===== config.mk =====
export PLATFORM = sky130hd
export DESIGN_NAME = data_mem_arbiter_flat
export DESIGN_NICKNAME = d
export VERILOG_FILES = /design/src/rtl/data_mem_arbiter_if.sv /design/src/rtl/data_mem_arbiter.sv /design/src/flat_wrapper.sv
export SDC_FILE = /design/constraint.sdc
export NUM_CORES = 1
export LEC_CHECK = 0
export BUFFER_PORTS_ARGS = -buffer_cell sky130_fd_sc_hd__buf_4
export CAP_MARGIN = 30
export CORE_ASPECT_RATIO = 1.1
export CORE_MARGIN = 10
export CORE_UTILIZATION = 38
export CTS_CLUSTER_DIAMETER = 30
export DETAILED_ROUTE_END_ITERATION = 10
export PLACE_DENSITY = 0.76
export SYNTH_ARGS = -nofsm -noshare
export SYNTH_HDL_FRONTEND = slang
export SYNTH_SLANG_ARGS = --single-unit

===== constraint.sdc =====
create_clock -name clk -period 1.6 [get_ports clk]
set_clock_uncertainty 0.15 [all_clocks]
set_input_delay 0 -clock clk [delete_from_list [all_inputs] [get_ports clk]]
set_output_delay 0 -clock clk [all_outputs]
set_load 0.005 [all_outputs]

===== src/rtl/data_mem_arbiter_if.sv =====
// ---------------------------------------------------------------------------
// data_mem_arbiter_if
// Bundles the two requester ports and the data memory port of the data
// memory arbiter.
//   req{0,1}_valid/we/lock/addr/wdata : request from port 0 (core) / port 1 (debug)
//   req{0,1}_ready                    : request accepted this cycle
//   rsp{0,1}_valid/rdata              : registered read response, one cycle after accept
//   mem_we/raddr/waddr/wdata          : drive to the 32x8 data memory
//   mem_rdata                         : combinational read data from the memory
// Modports:
//   master : requesters plus memory model (drives requests and mem_rdata)
//   slave  : the arbiter
// ---------------------------------------------------------------------------
interface data_mem_arbiter_if #(
  parameter int ADDR_W = 5,
  parameter int DATA_W = 8
);
  logic              req0_valid;
  logic              req0_we;
  logic              req0_lock;
  logic [ADDR_W-1:0] req0_addr;
  logic [DATA_W-1:0] req0_wdata;
  logic              req0_ready;
  logic              rsp0_valid;
  logic [DATA_W-1:0] rsp0_rdata;

  logic              req1_valid;
  logic              req1_we;
  logic              req1_lock;
  logic [ADDR_W-1:0] req1_addr;
  logic [DATA_W-1:0] req1_wdata;
  logic              req1_ready;
  logic              rsp1_valid;
  logic [DATA_W-1:0] rsp1_rdata;

  logic              mem_we;
  logic [ADDR_W-1:0] mem_raddr;
  logic [ADDR_W-1:0] mem_waddr;
  logic [DATA_W-1:0] mem_wdata;
  logic [DATA_W-1:0] mem_rdata;

  modport master (
    output req0_valid, req0_we, req0_lock, req0_addr, req0_wdata,
    output req1_valid, req1_we, req1_lock, req1_addr, req1_wdata,
    output mem_rdata,
    input  req0_ready, rsp0_valid, rsp0_rdata,
    input  req1_ready, rsp1_valid, rsp1_rdata,
    input  mem_we, mem_raddr, mem_waddr, mem_wdata
  );

  modport slave (
    input  req0_valid, req0_we, req0_lock, req0_addr, req0_wdata,
    input  req1_valid, req1_we, req1_lock, req1_addr, req1_wdata,
    input  mem_rdata,
    output req0_ready, rsp0_valid, rsp0_rdata,
    output req1_ready, rsp1_valid, rsp1_rdata,
    output mem_we, mem_raddr, mem_waddr, mem_wdata
  );
endinterface


===== src/rtl/data_mem_arbiter.sv =====
// ---------------------------------------------------------------------------
// data_mem_arbiter
// Shares one data memory between port 0 (core load/store) and port 1
// (debug/loader). One access per cycle, round-robin between ports, with an
// optional lock that lets a requester keep the memory for at most LOCK_MAX
// cycles after the accept that set it. Reads return one cycle after accept.
// Ports:
//   clk   : clock, all state updates on posedge
//   rst_n : asynchronous active-low reset
//   bus   : requester and memory signals (data_mem_arbiter_if.slave)
// ---------------------------------------------------------------------------
module data_mem_arbiter #(
  parameter int ADDR_W   = 5,
  parameter int DATA_W   = 8,
  parameter int LOCK_MAX = 4
) (
  input  logic               clk,
  input  logic               rst_n,
  data_mem_arbiter_if.slave  bus
);

  localparam int CNT_W = (LOCK_MAX > 1) ? $clog2(LOCK_MAX) : 1;
  localparam logic [CNT_W-1:0] CNT_LAST = CNT_W'(LOCK_MAX - 1);

  logic              rr_last_q,    rr_last_d;
  logic              locked_q,     locked_d;
  logic              lock_owner_q, lock_owner_d;
  logic [CNT_W-1:0]  lock_cnt_q,   lock_cnt_d;
  logic              rsp0_valid_q, rsp0_valid_d;
  logic [DATA_W-1:0] rsp0_rdata_q, rsp0_rdata_d;
  logic              rsp1_valid_q, rsp1_valid_d;
  logic [DATA_W-1:0] rsp1_rdata_q, rsp1_rdata_d;

  logic              gnt0, gnt1, accept;
  logic              win_we, win_lock;
  logic [ADDR_W-1:0] win_addr;
  logic [DATA_W-1:0] win_wdata;

  // Grants are gated by rst_n so an access coinciding with reset never
  // reaches the memory and never produces a response.
  always_comb begin
    gnt0 = 1'b0;
    gnt1 = 1'b0;
    if (rst_n) begin
      if (locked_q) begin
        if (lock_owner_q) gnt1 = bus.req1_valid;
        else              gnt0 = bus.req0_valid;
      end else if (bus.req0_valid && bus.req1_valid) begin
        if (rr_last_q) gnt0 = 1'b1;
        else           gnt1 = 1'b1;
      end else begin
        gnt0 = bus.req0_valid;
        gnt1 = bus.req1_valid;
      end
    end
  end

  // With no winner the port 0 fields are driven; they are don't-care then.
  assign accept    = gnt0 | gnt1;
  assign win_we    = gnt1 ? bus.req1_we    : bus.req0_we;
  assign win_lock  = gnt1 ? bus.req1_lock  : bus.req0_lock;
  assign win_addr  = gnt1 ? bus.req1_addr  : bus.req0_addr;
  assign win_wdata = gnt1 ? bus.req1_wdata : bus.req0_wdata;

  assign bus.req0_ready = gnt0;
  assign bus.req1_ready = gnt1;
  assign bus.mem_we     = accept & win_we;
  assign bus.mem_raddr  = win_addr;
  assign bus.mem_waddr  = win_addr;
  assign bus.mem_wdata  = win_wdata;
  assign bus.rsp0_valid = rsp0_valid_q;
  assign bus.rsp0_rdata = rsp0_rdata_q;
  assign bus.rsp1_valid = rsp1_valid_q;
  assign bus.rsp1_rdata = rsp1_rdata_q;

  always_comb begin
    rr_last_d    = rr_last_q;
    locked_d     = locked_q;
    lock_owner_d = lock_owner_q;
    lock_cnt_d   = lock_cnt_q;

    rsp0_valid_d = gnt0 & ~bus.req0_we;
    rsp1_valid_d = gnt1 & ~bus.req1_we;
    rsp0_rdata_d = rsp0_valid_d ? bus.mem_rdata : rsp0_rdata_q;
    rsp1_rdata_d = rsp1_valid_d ? bus.mem_rdata : rsp1_rdata_q;

    if (accept) rr_last_d = gnt1;

    if (locked_q) begin
      // The counter runs every locked cycle, even when the owner is idle.
      lock_cnt_d = lock_cnt_q + CNT_W'(1);
      if (lock_cnt_q == CNT_LAST) begin
        // Forced release: the owner counts as last granted so the other
        // port has priority on the next contention.
        locked_d   = 1'b0;
        lock_cnt_d = '0;
        rr_last_d  = lock_owner_q;
      end else if (accept && !win_lock) begin
        locked_d   = 1'b0;
        lock_cnt_d = '0;
      end
    end else if (accept && win_lock) begin
      locked_d     = 1'b1;
      lock_owner_d = gnt1;
      lock_cnt_d   = '0;
    end
  end

  always_ff @(posedge clk or negedge rst_n) begin
    if (!rst_n) begin
      rr_last_q    <= 1'b1;
      locked_q     <= 1'b0;
      lock_owner_q <= 1'b0;
      lock_cnt_q   <= '0;
      rsp0_valid_q <= 1'b0;
      rsp0_rdata_q <= '0;
      rsp1_valid_q <= 1'b0;
      rsp1_rdata_q <= '0;
    end else begin
      rr_last_q    <= rr_last_d;
      locked_q     <= locked_d;
      lock_owner_q <= lock_owner_d;
      lock_cnt_q   <= lock_cnt_d;
      rsp0_valid_q <= rsp0_valid_d;
      rsp0_rdata_q <= rsp0_rdata_d;
      rsp1_valid_q <= rsp1_valid_d;
      rsp1_rdata_q <= rsp1_rdata_d;
    end
  end

endmodule


===== src/flat_wrapper.sv =====
// flat-port wrapper written by rule: the top's interface ports become plain ports
module data_mem_arbiter_flat 
#(
  parameter int ADDR_W   = 5,
  parameter int DATA_W   = 8,
  parameter int LOCK_MAX = 4
)
  (clk, rst_n, bus_req0_valid, bus_req0_we, bus_req0_lock, bus_req0_addr, bus_req0_wdata, bus_req1_valid, bus_req1_we, bus_req1_lock, bus_req1_addr, bus_req1_wdata, bus_mem_rdata, bus_req0_ready, bus_rsp0_valid, bus_rsp0_rdata, bus_req1_ready, bus_rsp1_valid, bus_rsp1_rdata, bus_mem_we, bus_mem_raddr, bus_mem_waddr, bus_mem_wdata);
  data_mem_arbiter_if #(.ADDR_W(ADDR_W), .DATA_W(DATA_W)) bus_i ();
  input  logic clk;
  input  logic rst_n;
  input wire logic [$bits(bus_i.req0_valid)-1:0] bus_req0_valid;
  input wire logic [$bits(bus_i.req0_we)-1:0] bus_req0_we;
  input wire logic [$bits(bus_i.req0_lock)-1:0] bus_req0_lock;
  input wire logic [$bits(bus_i.req0_addr)-1:0] bus_req0_addr;
  input wire logic [$bits(bus_i.req0_wdata)-1:0] bus_req0_wdata;
  input wire logic [$bits(bus_i.req1_valid)-1:0] bus_req1_valid;
  input wire logic [$bits(bus_i.req1_we)-1:0] bus_req1_we;
  input wire logic [$bits(bus_i.req1_lock)-1:0] bus_req1_lock;
  input wire logic [$bits(bus_i.req1_addr)-1:0] bus_req1_addr;
  input wire logic [$bits(bus_i.req1_wdata)-1:0] bus_req1_wdata;
  input wire logic [$bits(bus_i.mem_rdata)-1:0] bus_mem_rdata;
  output wire logic [$bits(bus_i.req0_ready)-1:0] bus_req0_ready;
  output wire logic [$bits(bus_i.rsp0_valid)-1:0] bus_rsp0_valid;
  output wire logic [$bits(bus_i.rsp0_rdata)-1:0] bus_rsp0_rdata;
  output wire logic [$bits(bus_i.req1_ready)-1:0] bus_req1_ready;
  output wire logic [$bits(bus_i.rsp1_valid)-1:0] bus_rsp1_valid;
  output wire logic [$bits(bus_i.rsp1_rdata)-1:0] bus_rsp1_rdata;
  output wire logic [$bits(bus_i.mem_we)-1:0] bus_mem_we;
  output wire logic [$bits(bus_i.mem_raddr)-1:0] bus_mem_raddr;
  output wire logic [$bits(bus_i.mem_waddr)-1:0] bus_mem_waddr;
  output wire logic [$bits(bus_i.mem_wdata)-1:0] bus_mem_wdata;
  assign bus_i.req0_valid = bus_req0_valid;
  assign bus_i.req0_we = bus_req0_we;
  assign bus_i.req0_lock = bus_req0_lock;
  assign bus_i.req0_addr = bus_req0_addr;
  assign bus_i.req0_wdata = bus_req0_wdata;
  assign bus_i.req1_valid = bus_req1_valid;
  assign bus_i.req1_we = bus_req1_we;
  assign bus_i.req1_lock = bus_req1_lock;
  assign bus_i.req1_addr = bus_req1_addr;
  assign bus_i.req1_wdata = bus_req1_wdata;
  assign bus_i.mem_rdata = bus_mem_rdata;
  assign bus_req0_ready = bus_i.req0_ready;
  assign bus_rsp0_valid = bus_i.rsp0_valid;
  assign bus_rsp0_rdata = bus_i.rsp0_rdata;
  assign bus_req1_ready = bus_i.req1_ready;
  assign bus_rsp1_valid = bus_i.rsp1_valid;
  assign bus_rsp1_rdata = bus_i.rsp1_rdata;
  assign bus_mem_we = bus_i.mem_we;
  assign bus_mem_raddr = bus_i.mem_raddr;
  assign bus_mem_waddr = bus_i.mem_waddr;
  assign bus_mem_wdata = bus_i.mem_wdata;
  data_mem_arbiter #(.ADDR_W(ADDR_W), .DATA_W(DATA_W), .LOCK_MAX(LOCK_MAX)) u_core (.clk(clk), .rst_n(rst_n), .bus(bus_i));
endmodule

# After elaboration in Yosys (flattened, before gate mapping)
# Index checks and enable logic that the tools add are counted.
[word_totals]
ff_bits = 23
in_bits = 42
out_inout_bits = 39
elab_cells = 48
[op_classes]
add_sub_neg = 1
eq_ne = 1
n_mux = 25
n_bitwise = 7
reduce_logical = 6
[op_table]
columns = ["operator", "count"]
rows = [
  ["$mux W1", 19],
  ["$mux W2", 4],
  ["$mux W8", 1],
  ["$mux W5", 1],
  ["$and A1 B1 Y1", 3],
  ["$logic_and A1 B1 Y1", 3],
  ["$not A1 Y1", 3],
  ["$add A2 B1 Y2 const B", 1],
  ["$eq A2 B2 Y1 const B", 1],
  ["$reduce_and A2 Y1", 1],
  ["$reduce_bool A2 Y1", 1],
  ["$logic_not A1 Y1", 1],
  ["$or A1 B1 Y1", 1],
]

# Logic depth before layout (Yosys ltp)
[depth]
word_depth = 10
depth_mapped = 6
ltp_nobuf = 5

# Worst setup path before layout
# Ideal clock, no wire load.
[synth_timing]
path_type = "register to output"
startpoint = "reg u_core.rr_last_q"
endpoint = "out bus_mem_waddr[2]"
t_arrival_ns = 1.637
path_slack_ns = -0.187
path_stages_with_launch = 6
cell_sequence = "dfstp_2 > nand2_1 > o2111ai_4 > buf_6 > mux2_2 > buf_4"
[synth_via]
elab_chain_cells = 5
[synth_lines]
columns = ["element", "line", "rtl"]
rows = [
  ["from (decl)", "data_mem_arbiter.sv:25", "logic rr_last_q, rr_last_d;"],
  ["from (signal assigned)", "data_mem_arbiter.sv:120", "rr_last_q <= rr_last_d;"],
  ["$mux W1", "data_mem_arbiter.sv:49", "if (rr_last_q) gnt0 = 1'b1;"],
  ["$mux W1", "data_mem_arbiter.sv:48", "end else if (bus.req0_valid && bus.req1_valid) begin"],
  ["$mux W1", "data_mem_arbiter.sv:45", "if (locked_q) begin"],
  ["$mux W1", "data_mem_arbiter.sv:44", "if (rst_n) begin"],
  ["$mux W5", "data_mem_arbiter.sv:62", "assign win_addr = gnt1 ? bus.req1_addr : bus.req0_addr;"],
  ["to (decl)", "flat_wrapper.sv:31", "output wire logic [$bits(bus_i.mem_waddr)-1:0] bus_mem_waddr;"],
]
# No other way between the ends.

# Final worst setup path
# Ends and elaborated chain as after synthesis.

==> impl_metrics.py <==
metrics = {
    "routing": {
        "drtAntennaViolNets": 0,
        "firstDrtPassIters": 4,
        "drt-vias-per-instance": 5.09,
        "drt-total-wl_microns": 4810,
        "wire_per_inst_microns": 20.2,
        "dr.first_iter.drc_count": 48,
        "num_vias": 1212,
        "drc": 0,
    },
    "synth": {
        "yosys.area.top_type": "dfrtp_1",
        "yosys_warnings": 0,
        "synth.distinct_cells": 30,
        "yosys.area_share.xor_xnor_pct": 0,
        "synth_top_family_by_area": "multiplexers",
        "synth_seq_area_share_pct": 45.4,
        "synthSimpleGateAreaFrac_pct": 8.46,
        "muxShareOfSynthArea_pct": 28.1,
        "synth_compound_area_share_pct": 11.2,
        "synth_cells": 89,
        "synthAdderAreaFrac_pct": 0.984,
        "yosys-top-cells-area": "dfrtp_1, mux2_2, mux2_4, buf_4, dfstp_2",
        "synth_top_area_share_pct": 43.3,
        "avgSynthCellArea_sq_um": 14.3,
        "yosys_register_bits": 23,
        "synth_nets": 132,
        "synth_area_sq_um": 1270,
    },
    "hold_path": {
        "hp-class": "in -> reg",
        "hold_end": "u_core.bus.rsp0_valid$_DFF_PN0_",
        "worstHoldStart": "bus_req0_valid",
        "hold_depth": 4,
    },
    "cells_and_area": {
        "fillers": 167,
        "area_delta_synth_final_pct": 94.7,
        "seq_area_sq_um": 577,
        "final_cell_mix": "buf_4, mux2_4, buf_6",
        "layout.nets": 248,
        "antenna_cells": 0,
        "multi_input_area_sq_um": 756,
        "drive_above_1_share_pct": 76.5,
        "final_common_cell": "buf_4",
    },
    "critical_path": {
        "cp.arrival_ns": 1.86,
        "start_kind": "flop",
        "slowest_delay_ns": 0.58,
        "cp_max_fo": 7,
        "worstReg2RegStart": "u_core.rr_last_q$_DFF_PN1_",
        "r2r.worst_path.cells": 9,
        "worstPathRequired_ns": 1.45,
        "path_class": "reg -> out",
        "endpoint_kind": "primary output",
        "path_cells": "nand2_4 -> o2111ai_4 -> buf_8 -> mux2_4 -> buf_6",
        "r2r_setup_slack_ns": -0.34,
        "r2r-end": "u_core.lock_cnt_q[0]$_DFFE_PN0P_",
        "cpMaxStageDelayCell": "dfstp_2",
    },
    "floorplan": {
        "core_area_sq_um": 3130,
        "rows": 21,
        "ios": 81,
        "die_h_microns": 80.7,
        "die_x_microns": 75.1,
        "start_util_pct": 40.7,
        "fp.dieArea_sq_um": 6060,
    },
    "cts": {
        "cts_tree": "built",
        "clk_latency_ns": 0.30,
        "htreeDepth": 1,
        "cts_max_path_buffers": 2,
        "clk_pin_slew_ns": 0.13,
        "numClockSinks": 23,
        "numCtsBuffers": 3,
        "root_buffer": "clkbuf_4",
    },
    "sta": {
        "maxSlewHeadroom_pct": 80.8,
        "fin_crit_sh_pct": 126,
        "drv_slew": 0,
        "setup_violations": 42,
        "rsz0062_at_grt": "yes",
        "finalHoldViolations": 0,
        "layout_setup_ws_ns": -0.414,
        "hold_slack_ns": 0.0175,
        "fin_setup_tns_ns": -13.77,
        "worstMarginPinSlew_ns": 0.288,
        "period_needed_ns": 2.01,
        "max_freq_ghz": 0.497,
    },
    "power_and_ir_drop": {
        "peakVddDrop_mv": 0.542,
        "power_uw": 3340,
        "power.density_nw_per_um2": 1350,
        "power_leakage_uw": 0.00125,
    },
    "global_route": {
        "antenna_found_initial": 0,
        "grt_pass1_vias": 1451,
        "grt_max_degree": 24,
        "overflow": 0,
        "track_usage_pct": 15.8,
        "grt_pass1_wl_microns": 7560,
    },
    "placement": {
        "portBuffers": 80,
        "gp_routability_congestion": 0.758,
        "dpl.hpwl_microns": 3290,
    },
    "status": {
        "status": "finished, violations left",
        "violations": "setup timing",
    },
    "job": {
        "drv_cap": 0,
    },
}
[per-layer routing]
metal | wire length [microns] | vias up | track usage (%)
met5 | 0 | - | 0
met4 | 53 | 0 | 3.35
met3 | 522 | 4 | 6.77
met2 | 2560 | 62 | 29.4
met1 | 1670 | 595 | 15.6
li1 | - | 551 | -
[worst max-delay path: cells and delay by family (launching register included)]
family	cells	cell delay, ns
multiplexers	1	0.33
AO/OA/AOI/OAI	1	0.27
flip-flops	1	0.58
buffers and inverters	2	0.32
AND/OR/NAND/NOR	1	0.06
[state kept, by name, indices dropped and copies added (netlist names)]
signal,flops
u_core.bus.rsp0_rdata,8
u_core.lock_owner_q,1
u_core.bus.rsp1_valid,1
u_core.bus.rsp1_rdata,8
u_core.bus.rsp0_valid,1
u_core.rr_last_q,1
u_core.locked_q,1
u_core.lock_cnt_q,2
[cells in the mapped netlist, drive strengths merged]
cell / number
a21oi: 2
inv: 4
o2111ai: 1
a2bb2o: 1
a22o: 1
o21ai: 1
ha: 1
a221oi: 1
nand3b: 1
dfstp: 1
a31oi: 1
or3: 1
mux2: 29
a41o: 1
or3b: 1
o31ai: 1
o22ai: 1
or2b: 1
dfrtp: 22
nor2: 4
nand4: 1
buf: 7
nand2: 4
o2bb2ai: 1
[repair_timing]
action | 4_1_cts | 5_1_grt
endpoints found under the setup margin | 40 | 43
resized for setup | 45 | 9
gates cloned | 1 | 0
hold endpoints to repair | 45 | 0
hold buffers | 13 | 0
setup buffers | 12 | 2
pin swaps | 10 | 5
[stage by stage]
stage | instance area, sq um | setup slack (ns) | cells | utilization (%)
finish | 2470 | -0.414 | 238 | 79.2
global route | 2470 | -0.473 | 238 | 79.2
CTS | 2420 | -0.370 | 236 | 77.4
detailed placement | 1970 | -0.128 | 206 | 62.9
global placement | 1970 | -0.0999 | 206 | 62.9
floorplan | 1310 | -0.133 | 89 | -
[final cells by class]
cell class | instances | share of cell area (%)
clock buffers | 3 | 0.910
flip-flops and latches | 23 | 23.3
well taps | 34 | 1.72
clock inverters | 1 | 0.202
inverters | 4 | 0.809
multi-input cells | 56 | 30.5
repair buffers | 117 | 42.5
[where the power goes]
group	switching, uW	internal [uW]	total [uW]
clock network	169	93.0	262
logic	716	1300	2020
registers	196	861	1060
total	1080	2260	3340
[cell families after synthesis]
| logic type | Yosys count |
|---|---|
| AOI/OAI and AO/OA | 12 |
| adders and majority gates | 1 |
| buffers and inverters | 11 |
| DFF | 23 |
| muxes | 29 |
| and+or+nand+nor | 13 |
[worst max-delay path by stage]
stage               slack [ns]                        from                              endpoint
global placement          -0.1  u_core.rr_last_q$_DFF_PN1_                      bus_mem_wdata[3]
detailed placement       -0.13   u_core.locked_q$_DFF_PN0_  u_core.bus.rsp1_rdata[1]$_DFFE_PN0P_
floorplan                -0.13  u_core.rr_last_q$_DFF_PN1_                      bus_mem_waddr[2]
global route             -0.47  u_core.rr_last_q$_DFF_PN1_                      bus_mem_raddr[2]
finish                   -0.41  u_core.rr_last_q$_DFF_PN1_                      bus_mem_waddr[2]
CTS                      -0.37  u_core.rr_last_q$_DFF_PN1_                      bus_mem_waddr[2]
(Power assumes the default switching activity.)
